`config.mk`:
```
export PLATFORM = sky130hd
export DESIGN_NAME = nano4k_flash_sequencer
export DESIGN_NICKNAME = d
export VERILOG_FILES = /design/src/rtl/nano4k_flash_pkg.sv /design/src/rtl/nano4k_byte_fifo.sv /design/src/rtl/nano4k_flash_sequencer.sv
export SDC_FILE = /design/constraint.sdc
export NUM_CORES = 1
export LEC_CHECK = 0
export ABC_AREA = 1
export CORE_MARGIN = 2
export CORE_UTILIZATION = 59
export DETAILED_ROUTE_END_ITERATION = 16
export PLACE_DENSITY = 0.86
export SLEW_MARGIN = 0
export SYNTH_ARGS = -nofsm -noshare
export SYNTH_HDL_FRONTEND = slang
export SYNTH_SLANG_ARGS = --single-unit
```
`constraint.sdc`:
```
create_clock -name serialClk -period 4.95 [get_ports serialClk]
set_input_delay 0.495 -clock serialClk [delete_from_list [all_inputs] [get_ports serialClk]]
set_output_delay 0.495 -clock serialClk [all_outputs]
set_load 0.01 [all_outputs]
```
`src/rtl/nano4k_flash_pkg.sv`:
```
// Shared opcodes, request codes and sequencer state types for the nano4k flash path.
package nano4k_flash_pkg;

  localparam logic [7:0] CMD_WREN  = 8'h06;
  localparam logic [7:0] CMD_RDSR  = 8'h05;
  localparam logic [7:0] CMD_PP    = 8'h02;
  localparam logic [7:0] CMD_PE    = 8'h81;
  localparam logic [7:0] CMD_FREAD = 8'h0B;
  localparam logic [7:0] CMD_RDID  = 8'h9F;

  typedef enum logic [1:0] {
    OP_READ    = 2'd0,
    OP_PROGRAM = 2'd1,
    OP_ERASE   = 2'd2,
    OP_READ_ID = 2'd3
  } op_code_t;

  typedef enum logic [2:0] {
    S_IDLE, S_LOAD, S_RUN, S_GAP, S_CHECK, S_FINISH
  } state_t;

  typedef enum logic [1:0] {
    STEP_WREN, STEP_MAIN, STEP_POLL
  } step_t;

  localparam int ERR_TIMEOUT  = 0;
  localparam int ERR_UNDERRUN = 1;

  function automatic logic [7:0] main_cmd(input op_code_t c);
    case (c)
      OP_READ:    return CMD_FREAD;
      OP_PROGRAM: return CMD_PP;
      OP_ERASE:   return CMD_PE;
      default:    return CMD_RDID;
    endcase
  endfunction

endpackage

```
`src/rtl/nano4k_byte_fifo.sv`:
```
// Four-entry byte FIFO holding host program data ahead of the PP data phase.
module nano4k_byte_fifo (
  input  logic       clk,
  input  logic       reset,
  input  logic       push,
  input  logic       pop,
  input  logic [7:0] din,
  output logic       empty,
  output logic       full,
  output logic [7:0] head
);

  logic [7:0] mem [4];
  logic [1:0] wr_ptr;
  logic [1:0] rd_ptr;
  logic [2:0] count;
  logic       push_ok;
  logic       pop_ok;

  assign empty   = (count == 3'd0);
  assign full    = (count == 3'd4);
  assign head    = mem[rd_ptr];
  assign push_ok = push && !full;
  assign pop_ok  = pop && !empty;

  always_ff @(posedge clk) begin
    if (reset) begin
      wr_ptr <= '0;
      rd_ptr <= '0;
      count  <= '0;
    end else begin
      if (push_ok) begin
        mem[wr_ptr] <= din;
        wr_ptr      <= wr_ptr + 2'd1;
      end
      if (pop_ok) rd_ptr <= rd_ptr + 2'd1;
      count <= count + {2'b00, push_ok} - {2'b00, pop_ok};
    end
  end

endmodule

```
`src/rtl/nano4k_flash_sequencer.sv`:
```
// Expands one host flash request into WREN / main command / RDSR polling for the
// nano4k_spi_flash byte controller, with a small prefetch FIFO for program data.
module nano4k_flash_sequencer
  import nano4k_flash_pkg::*;
#(
  parameter int GAP_CYCLES    = 4,
  parameter int NODATA_CYCLES = 40,
  parameter int POLL_MAX      = 65535
) (
  input  logic        serialClk,
  input  logic        reset,
  input  logic        op_valid,
  output logic        op_ready,
  input  logic [1:0]  op_code,
  input  logic [21:0] op_addr,
  input  logic [7:0]  op_len,
  input  logic        wr_valid,
  output logic        wr_ready,
  input  logic [7:0]  wr_data,
  output logic        rd_valid,
  output logic [7:0]  rd_data,
  output logic        done,
  output logic [1:0]  err,
  output logic        interfaceEnable_n,
  output logic [7:0]  fCommand,
  output logic [21:0] fAddress,
  output logic [7:0]  fData_WR,
  input  logic [7:0]  fData_RD,
  input  logic        RdDataValid,
  input  logic        WrDataReady,
  output state_t      dbg_state
);

  localparam logic [15:0] GAP_LAST    = 16'(GAP_CYCLES - 1);
  localparam logic [15:0] NODATA_LAST = 16'(NODATA_CYCLES - 1);
  localparam logic [15:0] POLL_LIMIT  = 16'(POLL_MAX);

  state_t     state;
  step_t      step;
  op_code_t   code;
  op_code_t   req_code;
  logic [21:0] addr;
  logic [7:0]  len;
  logic [15:0] cnt;
  logic [8:0]  byte_cnt;
  logic [8:0]  byte_next;
  logic [8:0]  len_p1;
  logic [15:0] poll_cnt;
  logic        wip;
  logic        is_nodata;
  logic        is_pp;
  logic        fifo_push;
  logic        fifo_pop;
  logic        fifo_empty;
  logic        fifo_full;
  logic [7:0]  fifo_head;

  // Handshakes: a request transfers on a rising edge where op_valid && op_ready;
  // a host byte transfers where wr_valid && wr_ready. Both readies drop during reset.
  assign op_ready  = (state == S_IDLE) && !reset;
  assign wr_ready  = !fifo_full && !reset;
  assign fifo_push = wr_valid && wr_ready;
  assign dbg_state = state;
  assign req_code  = op_code_t'(op_code);

  assign is_nodata = (step == STEP_WREN) || ((step == STEP_MAIN) && (code == OP_ERASE));
  assign is_pp     = (step == STEP_MAIN) && (code == OP_PROGRAM);
  assign byte_next = byte_cnt + 9'd1;
  assign len_p1    = {1'b0, len} + 9'd1;
  assign fifo_pop  = (state == S_RUN) && is_pp && WrDataReady && !fifo_empty;

  nano4k_byte_fifo u_fifo (
    .clk   (serialClk),
    .reset (reset),
    .push  (fifo_push),
    .pop   (fifo_pop),
    .din   (wr_data),
    .empty (fifo_empty),
    .full  (fifo_full),
    .head  (fifo_head)
  );

  always_ff @(posedge serialClk) begin
    if (reset) begin
      state             <= S_IDLE;
      step              <= STEP_WREN;
      code              <= OP_READ;
      addr              <= '0;
      len               <= '0;
      cnt               <= '0;
      byte_cnt          <= '0;
      poll_cnt          <= '0;
      wip               <= 1'b0;
      interfaceEnable_n <= 1'b1;
      fCommand          <= '0;
      fAddress          <= '0;
      fData_WR          <= 8'hFF;
      rd_valid          <= 1'b0;
      rd_data           <= '0;
      done              <= 1'b0;
      err               <= '0;
    end else begin
      rd_valid <= 1'b0;
      done     <= 1'b0;
      unique case (state)
        S_IDLE: if (op_valid) begin
          code     <= req_code;
          addr     <= op_addr;
          len      <= (req_code == OP_READ_ID) ? 8'd2 : op_len;
          err      <= '0;
          poll_cnt <= '0;
          step     <= ((req_code == OP_PROGRAM) || (req_code == OP_ERASE)) ? STEP_WREN : STEP_MAIN;
          state    <= S_LOAD;
        end
        S_LOAD: begin
          unique case (step)
            STEP_WREN: fCommand <= CMD_WREN;
            STEP_POLL: fCommand <= CMD_RDSR;
            default:   fCommand <= main_cmd(code);
          endcase
          fAddress          <= addr;
          fData_WR          <= fifo_empty ? 8'hFF : fifo_head;
          if (step == STEP_POLL) poll_cnt <= poll_cnt + 16'd1;
          cnt               <= '0;
          byte_cnt          <= '0;
          interfaceEnable_n <= 1'b0;
          state             <= S_RUN;
        end
        S_RUN: begin
          if (is_nodata) begin
            if (cnt == NODATA_LAST) begin
              cnt               <= '0;
              interfaceEnable_n <= 1'b1;
              state             <= S_GAP;
            end else begin
              cnt <= cnt + 16'd1;
            end
          end else if (step == STEP_POLL) begin
            if (RdDataValid) begin
              wip               <= fData_RD[0];
              interfaceEnable_n <= 1'b1;
              state             <= S_GAP;
            end
          end else if (is_pp) begin
            // The controller cannot stall, so an empty FIFO sends 0xFF and is flagged.
            if (WrDataReady) begin
              if (fifo_empty) err[ERR_UNDERRUN] <= 1'b1;
              byte_cnt <= byte_next;
              if (byte_next == len_p1) begin
                interfaceEnable_n <= 1'b1;
                state             <= S_GAP;
              end
            end else begin
              fData_WR <= fifo_empty ? 8'hFF : fifo_head;
            end
          end else if (RdDataValid) begin
            rd_valid <= 1'b1;
            rd_data  <= fData_RD;
            byte_cnt <= byte_next;
            if (byte_next == len_p1) begin
              interfaceEnable_n <= 1'b1;
              state             <= S_GAP;
            end
          end
        end
        S_GAP: begin
          if (cnt == GAP_LAST) begin
            cnt <= '0;
            unique case (step)
              STEP_WREN: begin
                step  <= STEP_MAIN;
                state <= S_LOAD;
              end
              STEP_MAIN: begin
                if ((code == OP_PROGRAM) || (code == OP_ERASE)) begin
                  step  <= STEP_POLL;
                  state <= S_LOAD;
                end else begin
                  done  <= 1'b1;
                  state <= S_FINISH;
                end
              end
              default: state <= S_CHECK;
            endcase
          end else begin
            cnt <= cnt + 16'd1;
          end
        end
        S_CHECK: begin
          if (!wip) begin
            done  <= 1'b1;
            state <= S_FINISH;
          end else if (poll_cnt < POLL_LIMIT) begin
            step  <= STEP_POLL;
            state <= S_LOAD;
          end else begin
            err[ERR_TIMEOUT] <= 1'b1;
            done             <= 1'b1;
            state            <= S_FINISH;
          end
        end
        S_FINISH: state <= S_IDLE;
        default:  state <= S_IDLE;
      endcase
    end
  end

endmodule
```
# [After elaboration in Yosys (flattened, before gate mapping)]
# Memory sizes are Yosys's and may differ from the RTL's. A register that Yosys moved wholly into a read port is not among the register bits.
# Cells that the tools add are included.
[totals] mem_bits_rw=32 memories=1 elab_cells=186 register_bits=137 out_inout_bits=56
[classes] n_reduce_logical=39 eq_ne=36 muxes=76 n_bitwise=4 n_lt_le_gt_ge=1 add_sub_neg=8
[mem_list] memory="u_fifo.mem" depth=4 width=8 read_ports=1 rd_ports_with_merged_regs=1 wr=1 line_no="nano4k_byte_fifo.sv:13" rtl="logic [7:0] mem [4];"
[op_table] operator="16-bit 2-to-1 mux" n=5
[op_table] operator="8-bit 2-to-1 mux" n=6
[op_table] operator="16-bit case mux with 3 select lines" n=1
[op_table] operator="9-bit 2-to-1 mux" n=5
[op_table] operator="3-bit 2-to-1 mux" n=13
[op_table] operator="16-bit by 1-bit adder with 16-bit output (second input constant)" n=2
[op_table] operator="16-bit case mux with 2 select lines" n=1
[op_table] operator="8-bit case mux with 2 select lines" n=2
[op_table] operator="2-bit inequality test (second input constant)" n=13
[op_table] operator="1-bit 2-to-1 mux" n=25
[op_table] operator="8-bit case mux with 3 select lines" n=1
[op_table] operator="5-bit AND reduction" n=4
[op_table] operator="9-bit case mux with 2 select lines" n=1
[op_table] operator="16-bit by 2-bit == test with 1-bit output (second input constant)" n=1
[op_table] operator="16-bit by 6-bit == test with 1-bit output (second input constant)" n=1
[op_table] operator="16-bit < comparator (second input constant)" n=1
[op_table] operator="2-bit 2-to-1 mux" n=8
[op_table] operator="3-bit case mux with 5 select lines" n=1
[op_table] operator="7-bit AND reduction" n=2
[op_table] operator="3-bit inequality test (second input constant)" n=4
[op_table] operator="1-bit logical AND" n=10
[op_table] operator="8-bit by 1-bit adder with 9-bit output (second input constant)" n=1
[op_table] operator="9-bit by 1-bit adder with 9-bit output (second input constant)" n=1
[op_table] operator="9-bit == test" n=1
[op_table] operator="27 further kinds" n=54

# [Logic depth before layout (Yosys ltp)]
# Gate-level depths: netlist (run 1).
[depth] ltp_word=8 depth_mapped=15 depth_no_buf=15

# [Modules after synthesis]
# From an unflattened synthesis (run 1), not the netlist that was laid out.
[hier_totals] cells_unflattened=1008 area_unflattened_um2=7646.1
[modules_own_cells] module="nano4k_flash_sequencer" area_per_inst_um2=5962.0 n_inst=1 cells_each=862
[modules_own_cells] module="nano4k_byte_fifo" area_per_inst_um2=1684.1 n_inst=1 cells_each=146

# [Least setup slack after synthesis (run 1)]
# OpenSTA, ideal clock, no wires.
[synth_timing] kind="register to register" start="reg state[1] (netlist: dbg_state[1])" end="reg u_fifo.count[1]" setup_ns=0.128 t_arrival_ns=2.185 path_stages_with_launch=9 path_slack_ns=2.637 synth_period_minus_slack_ns=2.313 required_ns=4.822 cell_sequence="dfxtp_1 nand3_4 nor4_1 ha_1 inv_1 ha_1 fa_1 inv_1 nor2_1"
[synth_between] elab_chain_cells=6
[synth_lines] element="start, declared" line_no="nano4k_flash_sequencer.sv:38" rtl="state_t state;"
[synth_lines] element="start signal, assigned" line_no="nano4k_flash_sequencer.sv:85" rtl="state <= S_IDLE;"
[synth_lines] element="start signal, assigned" line_no="nano4k_flash_sequencer.sv:113" rtl="state <= S_LOAD;"
[synth_lines] element="start signal, assigned" line_no="nano4k_flash_sequencer.sv:127" rtl="state <= S_RUN;"
[synth_lines] element="3-bit by 2-bit == test with 1-bit output" line_no="nano4k_flash_sequencer.sv:70" rtl="assign fifo_pop = (state == S_RUN) && is_pp && WrDataReady && !fifo_empty;"
[synth_lines] element="1-bit logical AND (3 in series)" line_no="nano4k_flash_sequencer.sv:70"
[synth_lines] element="1-bit logical AND" line_no="nano4k_byte_fifo.sv:24" rtl="assign pop_ok = pop && !empty;"
[synth_lines] element="via u_fifo.pop_ok" line_no="nano4k_byte_fifo.sv:18" rtl="logic pop_ok;"
[synth_lines] element="3-bit by 1-bit subtractor with 3-bit output" line_no="nano4k_byte_fifo.sv:37" rtl="count <= count + {2'b00, push_ok} - {2'b00, pop_ok};"
[synth_lines] element="end signal, assigned" line_no="nano4k_byte_fifo.sv:37"
[synth_lines] element="end, declared" line_no="nano4k_byte_fifo.sv:16" rtl="logic [2:0] count;"
# The timed path passes the listed nets, and every way through them passes these cells.
# A chain may end at the register's enable or synchronous reset.

# [Worst setup path after layout (run 1)]
[layout_timing] start="reg state[2] (netlist: dbg_state[2])" end="reg fData_WR[3]"
[layout_between] elab_chain_cells=3 word_cells_on_any_way=9 classes_between="eq/ne (6); mux (1); reduce/logical (2)"
[layout_lines] element="3-bit by 2-bit == test with 1-bit output or 3-bit by 1-bit == test with 1-bit output (tied branches)" line_no="nano4k_flash_sequencer.sv:105" rtl="unique case (state)"
[layout_lines] element="2-bit inequality test (no source line) or 2-bit nonzero test (tied branches)"
[layout_lines] element="5-bit AND reduction (no source line)"
[layout_lines] element="end signal, assigned" line_no="nano4k_flash_sequencer.sv:122" rtl="fData_WR <= fifo_empty ? 8'hFF : fifo_head;"
[layout_lines] element="end signal, assigned" line_no="nano4k_flash_sequencer.sv:154" rtl="fData_WR <= fifo_empty ? 8'hFF : fifo_head;"
[layout_lines] element="end, declared" line_no="nano4k_flash_sequencer.sv:27" rtl="output logic [7:0] fData_WR,"
# Several ways; a longest one is shown, not always the timed one.

==> results of run 1 <==
## through the flow
| stage | std cells | utilization, % |
|---|---|---|
| after floorplan | 989 | - |
| after global placement | 1239 | 69.2 |
| after detailed placement | 1239 | 69.2 |
| after CTS | 1270 | 73.8 |
| after global routing | 1270 | 73.8 |
| final | 1270 | 73.8 |
## worst max-delay path, cell delays in order, from the launching register on
cell,delay (ns)
dfxtp_1,0.40
nor3_4,0.21
buf_4,0.35
inv_2,0.32
a21oi_1,0.70
inv_1,0.35
nand2_1,0.16
nand3_1,0.08
## where the power goes
group	total [mW]	internal (mW)	switching (mW)
registers	1.73	1.60	0.135
logic	1.29	0.504	0.782
clock network	1.30	0.762	0.542
## layout by cell type, fill, tap and decap left out, drive strengths merged, types with 22 or more instances in the layout
master         Yosys  final
a21oi             77     77
dfxtp            137    137
edfxtp            32     32
nor2             133    133
nor3              22     22
o21ai             81     81
inv              100    102
clkdlybuf4s50      0    106
nand3             55     55
clkbuf            23     23
nand2            249    249
## state kept, by name, summed over array words and instances, names as in the netlist, 8 cells and up, named ones only
register    count
u_fifo.mem     32
addr           22
fAddress       22
cnt            16
poll_cnt       16
byte_cnt        9
fData_WR        8
len             8
rd_data         8
## metal layers
layer / part of all wire (%) / routed length (um) / up-vias
li1: - / - / 3447
met1: 44 / 7920 / 3111
met2: 47 / 8400 / 261
met3: 8.0 / 1440 / 30
met4: 1.6 / 284 / 0
met5: 0 / 0 / -
## cell families (layout without fill, tap and decap cells)
group / after synthesis / after routing / share of synthesized area, %
other cells: 1 / 2 / 0.0502
fa+ha+maj: 15 / 15 / 2.61
flops: 169 / 169 / 49.5
buf+inv: 133 / 242 / 6.81
compound gates: 182 / 182 / 13.1
simple gates: 486 / 486 / 27.7
xor+xnor: 2 / 2 / 0.234
## layout make-up
| type | instances | area, um2 |
|---|---|---|
| Clock buffer | 23 | 498 |
| Clock inverter | 8 | 86.3 |
| Fill cell | 995 | 3280 |
| Inverter | 100 | 375 |
| Multi-Input combinational cell | 687 | 3270 |
| Sequential cell | 169 | 3700 |
| Tap cell | 172 | 215 |
| Timing Repair Buffer | 111 | 1100 |
## worst max-delay path by stage
stage | startpoint | endpoint | slack, ns
floorplan | dbg_state[1] | u_fifo.count[1] | 2.64
global placement | WrDataReady | u_fifo.count[1] | 2.10
detailed placement | WrDataReady | u_fifo.count[2] | 2.01
CTS | dbg_state[2] | fData_WR[2] | 2.30
global route | dbg_state[2] | fData_WR[2] | 1.96
finish | dbg_state[2] | fData_WR[3] | 2.21
==> qor.yml, run 1 <==
min_period_ns: 2.74
syn_inst: 988
slew_violations: 0
die_w_um: 117
place.gp.congestion: 0.887
post_cts_buffers: 0
rrSetupSlack_ns: 2.21
hold_class: "register to register"
hold_slack_ns: 0.463
hold_buffers: 0
htreeDepth: 4
drive_gt1_share_pct: 5.28
status: "finished clean"
min_from: "poll_cnt[13]"
die-area_um2: 13600
finalSetupViolations: 0
holdPathEnd: "poll_cnt[13]"
synth_seq_cells: 169
hold_violations: 0
gr-usage-met1_pct: 35.3
seq_area_frac_synth_pct: 49.5
cts_root_buffer: "clkbuf_16"
vias: 6849
rows: 41
arrival_ns: 3.03
skew_ns: 0.00763
avgRoutedWirePerCell_um: 14.2
grt_use_total_pct: 27.5
cts_num_sinks: 169
worst_pin_slew_ns: 0.775
timing.final.ws_setup_ns: 2.21
synth_flop_cell: "dfxtp_1"
yosys_warnings: 0
fin_crit_sh_pct: 55.4
grt_pass1_vias: 6387
top_usage_layer: "met2"
area_growth_pct: 23.6
first_iter_violations: 630
start_util_pct: 59.7
placed_cell_area_um2: 8660
hpwl_mm: 12.1
clkLatencyLatePin_ns: 0.43
maxSlewHeadroom_pct: 48.1
grt_start_max_net_pins: 64
rsz0062_at_grt: "no"
cp_max_fo: 35
synth.most_common_cell: "nand2_1"
finalSetupTns_ns: 0
synth_area_um2: 7470
power_density_nw_per_um2: 468
routed_wl_mm: 18.0
fp.coreArea_um2: 12500
pre_cts_ws_ns: 2.01
antenna_found_initial: 0
port_buffers: 107
r2r_cells: 7
grt.overflow.total: 0
cp-end-kind: "register"
maxCapViolCount: 0
startpoint_type: "register"
synthTopCellsByArea: "dfxtp_1 37%, edfxtp_1 13%, nand2_1 12%"
ir_drop_v: 0.000322
cts_tree: "built"
grtUsageMet2_pct: 44.2
synth_area_per_cell_um2: 7.57
crit-reg2reg-launch: "dbg_state[2]"
reg2reg_to: "fData_WR[3]"
drc: 0
cts_buffer_depth: 2
grt_pass1_wl_mm: 29.3
async_flop_share_pct: 0
synth_common_cells: "246 x nand2_1, 137 x dfxtp_1, 130 x nor2_1, 93 x inv_1, 77 x a21oi_1"
ioPinCount: 110
fin_nets: 1155
antennaDiodeCount: 0
cts-resized-gates: 0
yosys.area.top_type_share_pct: 36.7
p_leak_nw: 3.70
clk_pin_slew_ns: 0.06
numCtsBuffers: 17
synth_top_area_cell: "dfxtp_1"
dr.pass1.iters: 6
power_mw: 4.32
postLayoutCellArea_um2: 9240
synth_edf_count: 32
antenna_left: 0
synth_cell_types: 42
cp.required_ns: 5.23
use_met3_pct: 8.82
routed_via_density: 5.39
timing.fmax_mhz: 364
whs_path_depth: 2
die_h_um: 117
critPathKind: "register to register"
(Power assumes the default switching activity.)
==> inputs of run 2 (changes only) <==
- CORE_UTILIZATION: 59 -> 49
- PLACE_DENSITY: 0.86 -> 0.76
- clock period: 4.95 -> 2.35 ns (I/O delays scaled with it)
==> run 2 against run 1 <==
Clock skew up 0.00079 ns. Via count down 1.3%. Non-clock buffer count up 17. Maximum frequency up 26%. First-iteration DRC count down 4.1%. Cell count up 2.6%. Critical path depth up 4. Sequential share of layout area down 0.75 points. Worst setup slack worse by 2.0 ns. Power up 110%. Cell area up 1.9%. Critical path type unchanged.
==> qor.yml, run 2 (synthesized netlist as in run 1, its figures left out) <==
min_from: "reset"
die-area_um2: 16300  # +20%
switching_power_mw: 3.12  # +110%
fillers: 1300  # +31%
fp.coreArea_um2: 15000  # +20%
antennaDiodeCount: 0  # unchanged
timing.final.ws_setup_ns: 0.170  # -2.04 ns
dr.pass1.iters: 5  # -1
arrival_ns: 2.54  # -0.49 ns
whs_path_depth: 4  # +2
clkLatencyLatePin_ns: 0.43  # about the same
grt_use_total_pct: 23.1  # -4.4 points
critPathKind: "register to register"
min_period_ns: 2.18  # -0.564 ns
fin_cells: 1303  # +2.6%
gr-usage-met1_pct: 29.2  # -6.1 points
grt_pass1_wl_mm: 30.2  # +3.2%
port_buffers: 107  # unchanged
grt.overflow.total: 0  # unchanged
antenna_found_initial: 1  # +1
swShare_pct: 33.9  # +0.12 points
drc: 0  # unchanged
top_register: "u_fifo.mem"
worst_pin_slew_ns: 0.582  # -0.193 ns
reg2reg_to: "u_fifo.count[2]"
largest_reg_flops: 32  # unchanged
final_core_util_pct: 62.6  # -11 points
grtUsageMet2_pct: 38.6  # -5.6 points
cts_root_buffer: "clkbuf_16"
start_util_pct: 49.7  # -10 points
r2r_cells: 11  # +4
largestRegisters: "u_fifo.mem: 32 flops, addr: 22 flops, fAddress: 22 flops"
dp_cells: 1271  # +2.6%
hold_violations: 0  # unchanged
area_growth_pct: 26.0
hold_class: "input port to register"
multiInputGateArea_um2: 3300  # +1.2%
power_density_nw_per_um2: 978  # +110%
vias: 6763  # -1.3%
maxSlewHeadroom_pct: 61.2  # +13 points
maxCapViolCount: 0  # unchanged
rsz0062_at_grt: "no"
timing.fmax_mhz: 459  # +26%
place.gp.congestion: 0.916  # +3.2%
cts_num_sinks: 169  # unchanged
hold_slack_ns: 0.333  # -0.130 ns
fin_nets: 1172  # +1.5%
cts_tree: "built"
slew_violations: 0  # unchanged
rrSetupSlack_ns: 0.17  # -2.04 ns
avgRoutedWirePerCell_um: 14.0  # -1.4%
numCtsBuffers: 17  # unchanged
cp.required_ns: 2.71  # -2.52 ns
p_clk_share_pct: 29.4  # -0.8 points
die_h_um: 128  # +9.4%
antenna_left: 0  # unchanged
skew_ns: 0.00842  # +0.000785 ns
first_iter_violations: 604  # -4.1%
final_common_cell: "nand2_1"
rows: 45  # +9.8%
clk_pin_slew_ns: 0.06  # about the same
status: "finished clean"
grt_pass1_vias: 6397  # +0.16%
fin_crit_sh_pct: 92.8  # +37 points
pwr-share-seq_pct: 39.6  # -0.5 points
use_met3_pct: 5.90  # -2.9 points
final_cell_mix: "246 x nand2_1, 137 x dfxtp_1, 130 x nor2_1"
cp_max_fo: 3  # -91%
startpoint_type: "register"
postLayoutCellArea_um2: 9420  # +1.9%
p_comb_share_pct: 31.1  # +1.4 points
placed_cell_area_um2: 8800  # +1.6%
grt_start_max_net_pins: 50  # -22%
hpwl_mm: 12.5  # +4.0%
finalSetupViolations: 0  # unchanged
top_usage_layer: "met2"
hold_buffers: 0  # unchanged
holdPathEnd: "u_fifo.wr_ptr[1]"
pre_cts_ws_ns: -0.0811  # -2.09 ns
cts_buffer_depth: 2  # unchanged
routed_wl_mm: 18.2  # +1.2%
p_int_mw: 6.09  # +110%
ir_drop_v: 0.000672  # +110%
cp-end-kind: "register"
die_w_um: 128  # +9.4%
htreeDepth: 4  # unchanged
ioPinCount: 110  # unchanged
routed_via_density: 5.19  # -3.8%
p_leak_nw: 3.80  # +2.9%
drive_gt1_share_pct: 7.09  # +1.8 points
seq_area_um2: 3700  # unchanged
crit-reg2reg-launch: "code[1]"
==> run 2: changes by cell type in the layout (fill, tap and decap cells not counted), sizes merged <==
cell / delta
dlymetal6s2s: +1
clkbuf: -2
buf: +17
inv: +2
clkinvlp: -1
clkdlybuf4s50: -1
clkinv: +1
==> run 2: critical path, cell delays in order, from the launching register on <==
cell and delay [ns]:
dfxtp_1 0.33, inv_1 0.08, ha_2 0.20, nand3_4 0.10
nor4_4 0.32, ha_1 0.16, inv_1 0.04, ha_1 0.19
fa_1 0.40, inv_1 0.08, o21ai_0 0.09, a21oi_1 0.13
==> run 2: power groups by stage <==
stage	clock (mW)	sequential (mW)	combinational, mW
3_3_place_gp	0	3.69	2.73
2_1_floorplan	0	3.75	1.53
4_1_cts	2.74	3.64	2.80
3_5_place_dp	0	3.69	2.77
6_report	2.70	3.64	2.86
5_1_grt	2.86	3.70	3.17
==> run 2: layout make-up <==
cell class / count / share of cell area (%)
Sequential cell: 169 / 39.3
Multi-Input combinational cell: 687 / 35.1
Timing Repair Buffer: 128 / 13.0
Clock buffer: 21 / 5.12
Inverter: 100 / 3.99
Tap cell: 188 / 2.50
Clock inverter: 10 / 0.944
==> run 2: how the worst max path moves through the flow <==
stage | from | end | slack (ns) | depth (start not counted)
final | code[1] | u_fifo.count[2] | 0.17 | 11
after global routing | byte_cnt[0] | dbg_state[0] | 0.007 | 12
after CTS | dbg_state[1] | op_ready | 0.01 | 7
after detailed placement | WrDataReady | u_fifo.count[1] | -0.08 | 9
after global placement | WrDataReady | u_fifo.count[1] | -0.04 | 9
after floorplan | dbg_state[1] | u_fifo.count[1] | 0.04 | 8
==> run 2: layer usage <==
layer / wire [um] / part of all wire (%)
met3: 1360 / 7.4
met1: 8040 / 44
met5: 12 / 0.066
met4: 310 / 1.7
met2: 8530 / 47
==> run 2: timing repair <==
action	4_1_cts	5_1_grt
endpoints found under the setup margin	1	11
pin swaps	0	3
buffers inserted	0	1
gates resized for setup	1	7
==> run 2: stage by stage <==
step                total power [mW]  TNS (ns)
detailed placement              6.45    -0.158
finish                          9.21         0
global placement                6.42   -0.0586
floorplan                       5.29         0
global route                    9.72         0
CTS                             9.18         0
==> inputs of run 3 (changes only) <==
- GPL_TIMING_DRIVEN: default -> 0
- TNS_END_PERCENT: default -> 10
==> run 3 against run 2 <==
Clock skew is 0.0028 ns higher. Count of clock-buffer cells in the layout is 1 lower. Cell area is 0.76% higher. Cell count is 1.0% higher. Global-route usage is 1.1 points higher. Worst setup slack worse by 0.084 ns. Combinational power hardly changed. Register-to-register slack worse by 0.03 ns. Clock power is 9.3% higher. Power is 2.6% higher. Sequential power hardly changed. Critical path type is now register to primary output. Largest cell class unchanged. Largest power group unchanged. Highest routed layer is now met4.
==> qor.yml, run 3 (synthesized netlist as in run 1, its figures left out) <==
grt_start_max_net_pins: 17  # -66%
postLayoutCellArea_um2: 9490  # +0.76%
final_common_cell: "nand2_1"
timing.final.ws_setup_ns: 0.0861  # -0.0838 ns
dr.pass1.iters: 5  # unchanged
grt.overflow.total: 0  # unchanged
critPathKind: "register to primary output"
p_comb_share_pct: 30.1  # -1.0 points
grt_pass1_vias: 6533  # +2.1%
htreeDepth: 4  # unchanged
pwr-share-seq_pct: 38.7  # -0.9 points
fp.coreArea_um2: 15000  # unchanged
m1WireLength_mm: 8.41  # +4.5%
first_iter_violations: 573  # -5.1%
hold_buffers: 0  # unchanged
hold_slack_ns: 0.358  # +0.0252 ns
ir_drop_v: 0.000599  # -11%
clkLatencyLatePin_ns: 0.43  # about the same
swShare_pct: 33.7  # -0.11 points
startpoint_type: "register"
antenna_left: 0  # unchanged
drc: 0  # unchanged
routed_wl_mm: 19.5  # +6.6%
die-area_um2: 16300  # unchanged
skew_ns: 0.0113  # +0.00284 ns
maxSlewHeadroom_pct: 47.7  # -14 points
place.gp.congestion: 0.887  # -3.2%
dr_wl_met2_mm: 9.27  # +8.8%
area_growth_pct: 26.9
min_period_ns: 2.26  # +0.0838 ns
largestRegisters: "u_fifo.mem: 32 flops, addr: 22 flops, fAddress: 22 flops"
switching_power_mw: 3.19  # +2.2%
grt_use_total_pct: 24.2  # +1.1 points
cts_buffer_depth: 2  # unchanged
p_leak_nw: 3.75  # -1.4%
arrival_ns: 2.03  # -0.51 ns
routed_via_density: 5.31  # +2.2%
rows: 45  # unchanged
timing.fmax_mhz: 442  # -3.7%
port_buffers: 106  # -0.93%
numCtsBuffers: 17  # unchanged
drive_gt1_share_pct: 6.65  # -0.44 points
pre_cts_ws_ns: -0.555  # -0.474 ns
hold_class: "input port to register"
power_mw: 9.45  # +2.6%
finalSetupViolations: 0  # unchanged
p_int_mw: 6.26  # +2.7%
cp_max_fo: 4  # +1
placed_cell_area_um2: 8770  # -0.24%
vias: 6982  # +3.2%
ioPinCount: 110  # unchanged
met3_length_mm: 1.51  # +12%
maxCapViolCount: 0  # unchanged
cts_num_sinks: 169  # unchanged
die_h_um: 128  # unchanged
hold_violations: 0  # unchanged
cts_root_buffer: "clkbuf_16"
top_register: "u_fifo.mem"
final_cell_mix: "245 x nand2_1, 133 x dfxtp_1, 128 x nor2_1"
cp-end-kind: "primary output"
antennaDiodeCount: 0  # unchanged
status: "finished clean"
antenna_found_initial: 0  # -1
cp.required_ns: 2.12  # -0.59 ns
top_layer: "met4"
rsz0062_at_grt: "yes"
fin_crit_sh_pct: 96.3  # +3.6 points
fillers: 1328  # +2.2%
fin_nets: 1184  # +1.0%
hpwl_mm: 13.7  # +9.1%
clk_pin_slew_ns: 0.07  # about the same
cts_tree: "built"
die_w_um: 128  # unchanged
p_clk_share_pct: 31.2  # +1.8 points
grt_pass1_wl_mm: 31.2  # +3.3%
largest_reg_flops: 32  # unchanged
avgRoutedWirePerCell_um: 14.8  # +5.6%
start_util_pct: 49.7  # unchanged
worst_pin_slew_ns: 0.782  # +0.200 ns
power_density_nw_per_um2: 996  # +1.8%
slew_violations: 0  # unchanged
run 3: critical path: stages (launching register included):
cell             delay (ns)
dfxtp_1                0.35
inv_2                  0.12
nand2_2                0.12
nor2_4                 0.16
inv_1                  0.10
nor2_1                 0.18
clkdlybuf4s50_1        0.57
run 3: worst paths after layout:
| path | from | to | slack (ns) | cells past startpoint |
|---|---|---|---|---|
| max | dbg_state[0] | op_ready | 0.09 | 6 |
| min | op_addr[19] | addr[19] | 0.36 | 3 |
| max reg2reg | dbg_state[2] | u_fifo.count[1] | 0.14 | 9 |
| min reg2reg | poll_cnt[13] | poll_cnt[13] | 0.46 | 2 |
run 3: power groups by stage:
stage	clock network [mW]	registers [mW]	logic [mW]
final	2.95	3.66	2.84
after global routing	3.10	3.71	3.13
after CTS	2.98	3.65	2.80
after detailed placement	0	3.69	2.75
after global placement	0	3.69	2.72
after floorplan	0	3.75	1.53
run 3: layout make-up:
cell class                      instances  area (um2)  area share (%)
Multi-Input combinational cell        687        3340            35.2
Inverter                              100         375            3.96
Clock buffer                           20         468            4.93
Clock inverter                         12         161            1.70
Tap cell                              188         235            2.48
Buffer                                 33         134            1.41
Sequential cell                       169        3710            39.1
Timing Repair Buffer                  107        1070            11.3
run 3: what timing repair did:
item | in CTS | in global routing
pin swaps | 0 | 2
hold endpoints to repair | 0 | 0
buffers inserted | 0 | 1
resized for setup | 6 | 15
endpoints found under the setup margin | 12 | 27
run 3: metrics by stage:
| stage | cells | setup TNS (ns) | utilization, % |
|---|---|---|---|
| final | 1316 | 0 | 63.1 |
| after global routing | 1316 | -0.0244 | 63.1 |
| after CTS | 1315 | -0.0389 | 62.8 |
| after detailed placement | 1283 | -2.05 | 58.4 |
| after global placement | 1283 | -1.43 | 58.4 |
| after floorplan | 989 | 0 | - |
run 3: layer usage:
| layer | global-route usage, % | vias up |
|---|---|---|
| li1 | - | 3512 |
| met1 | 30.5 | 3209 |
| met2 | 40.7 | 237 |
| met3 | 7.71 | 24 |
| met4 | 5.75 | 0 |
| met5 | 0 | - |
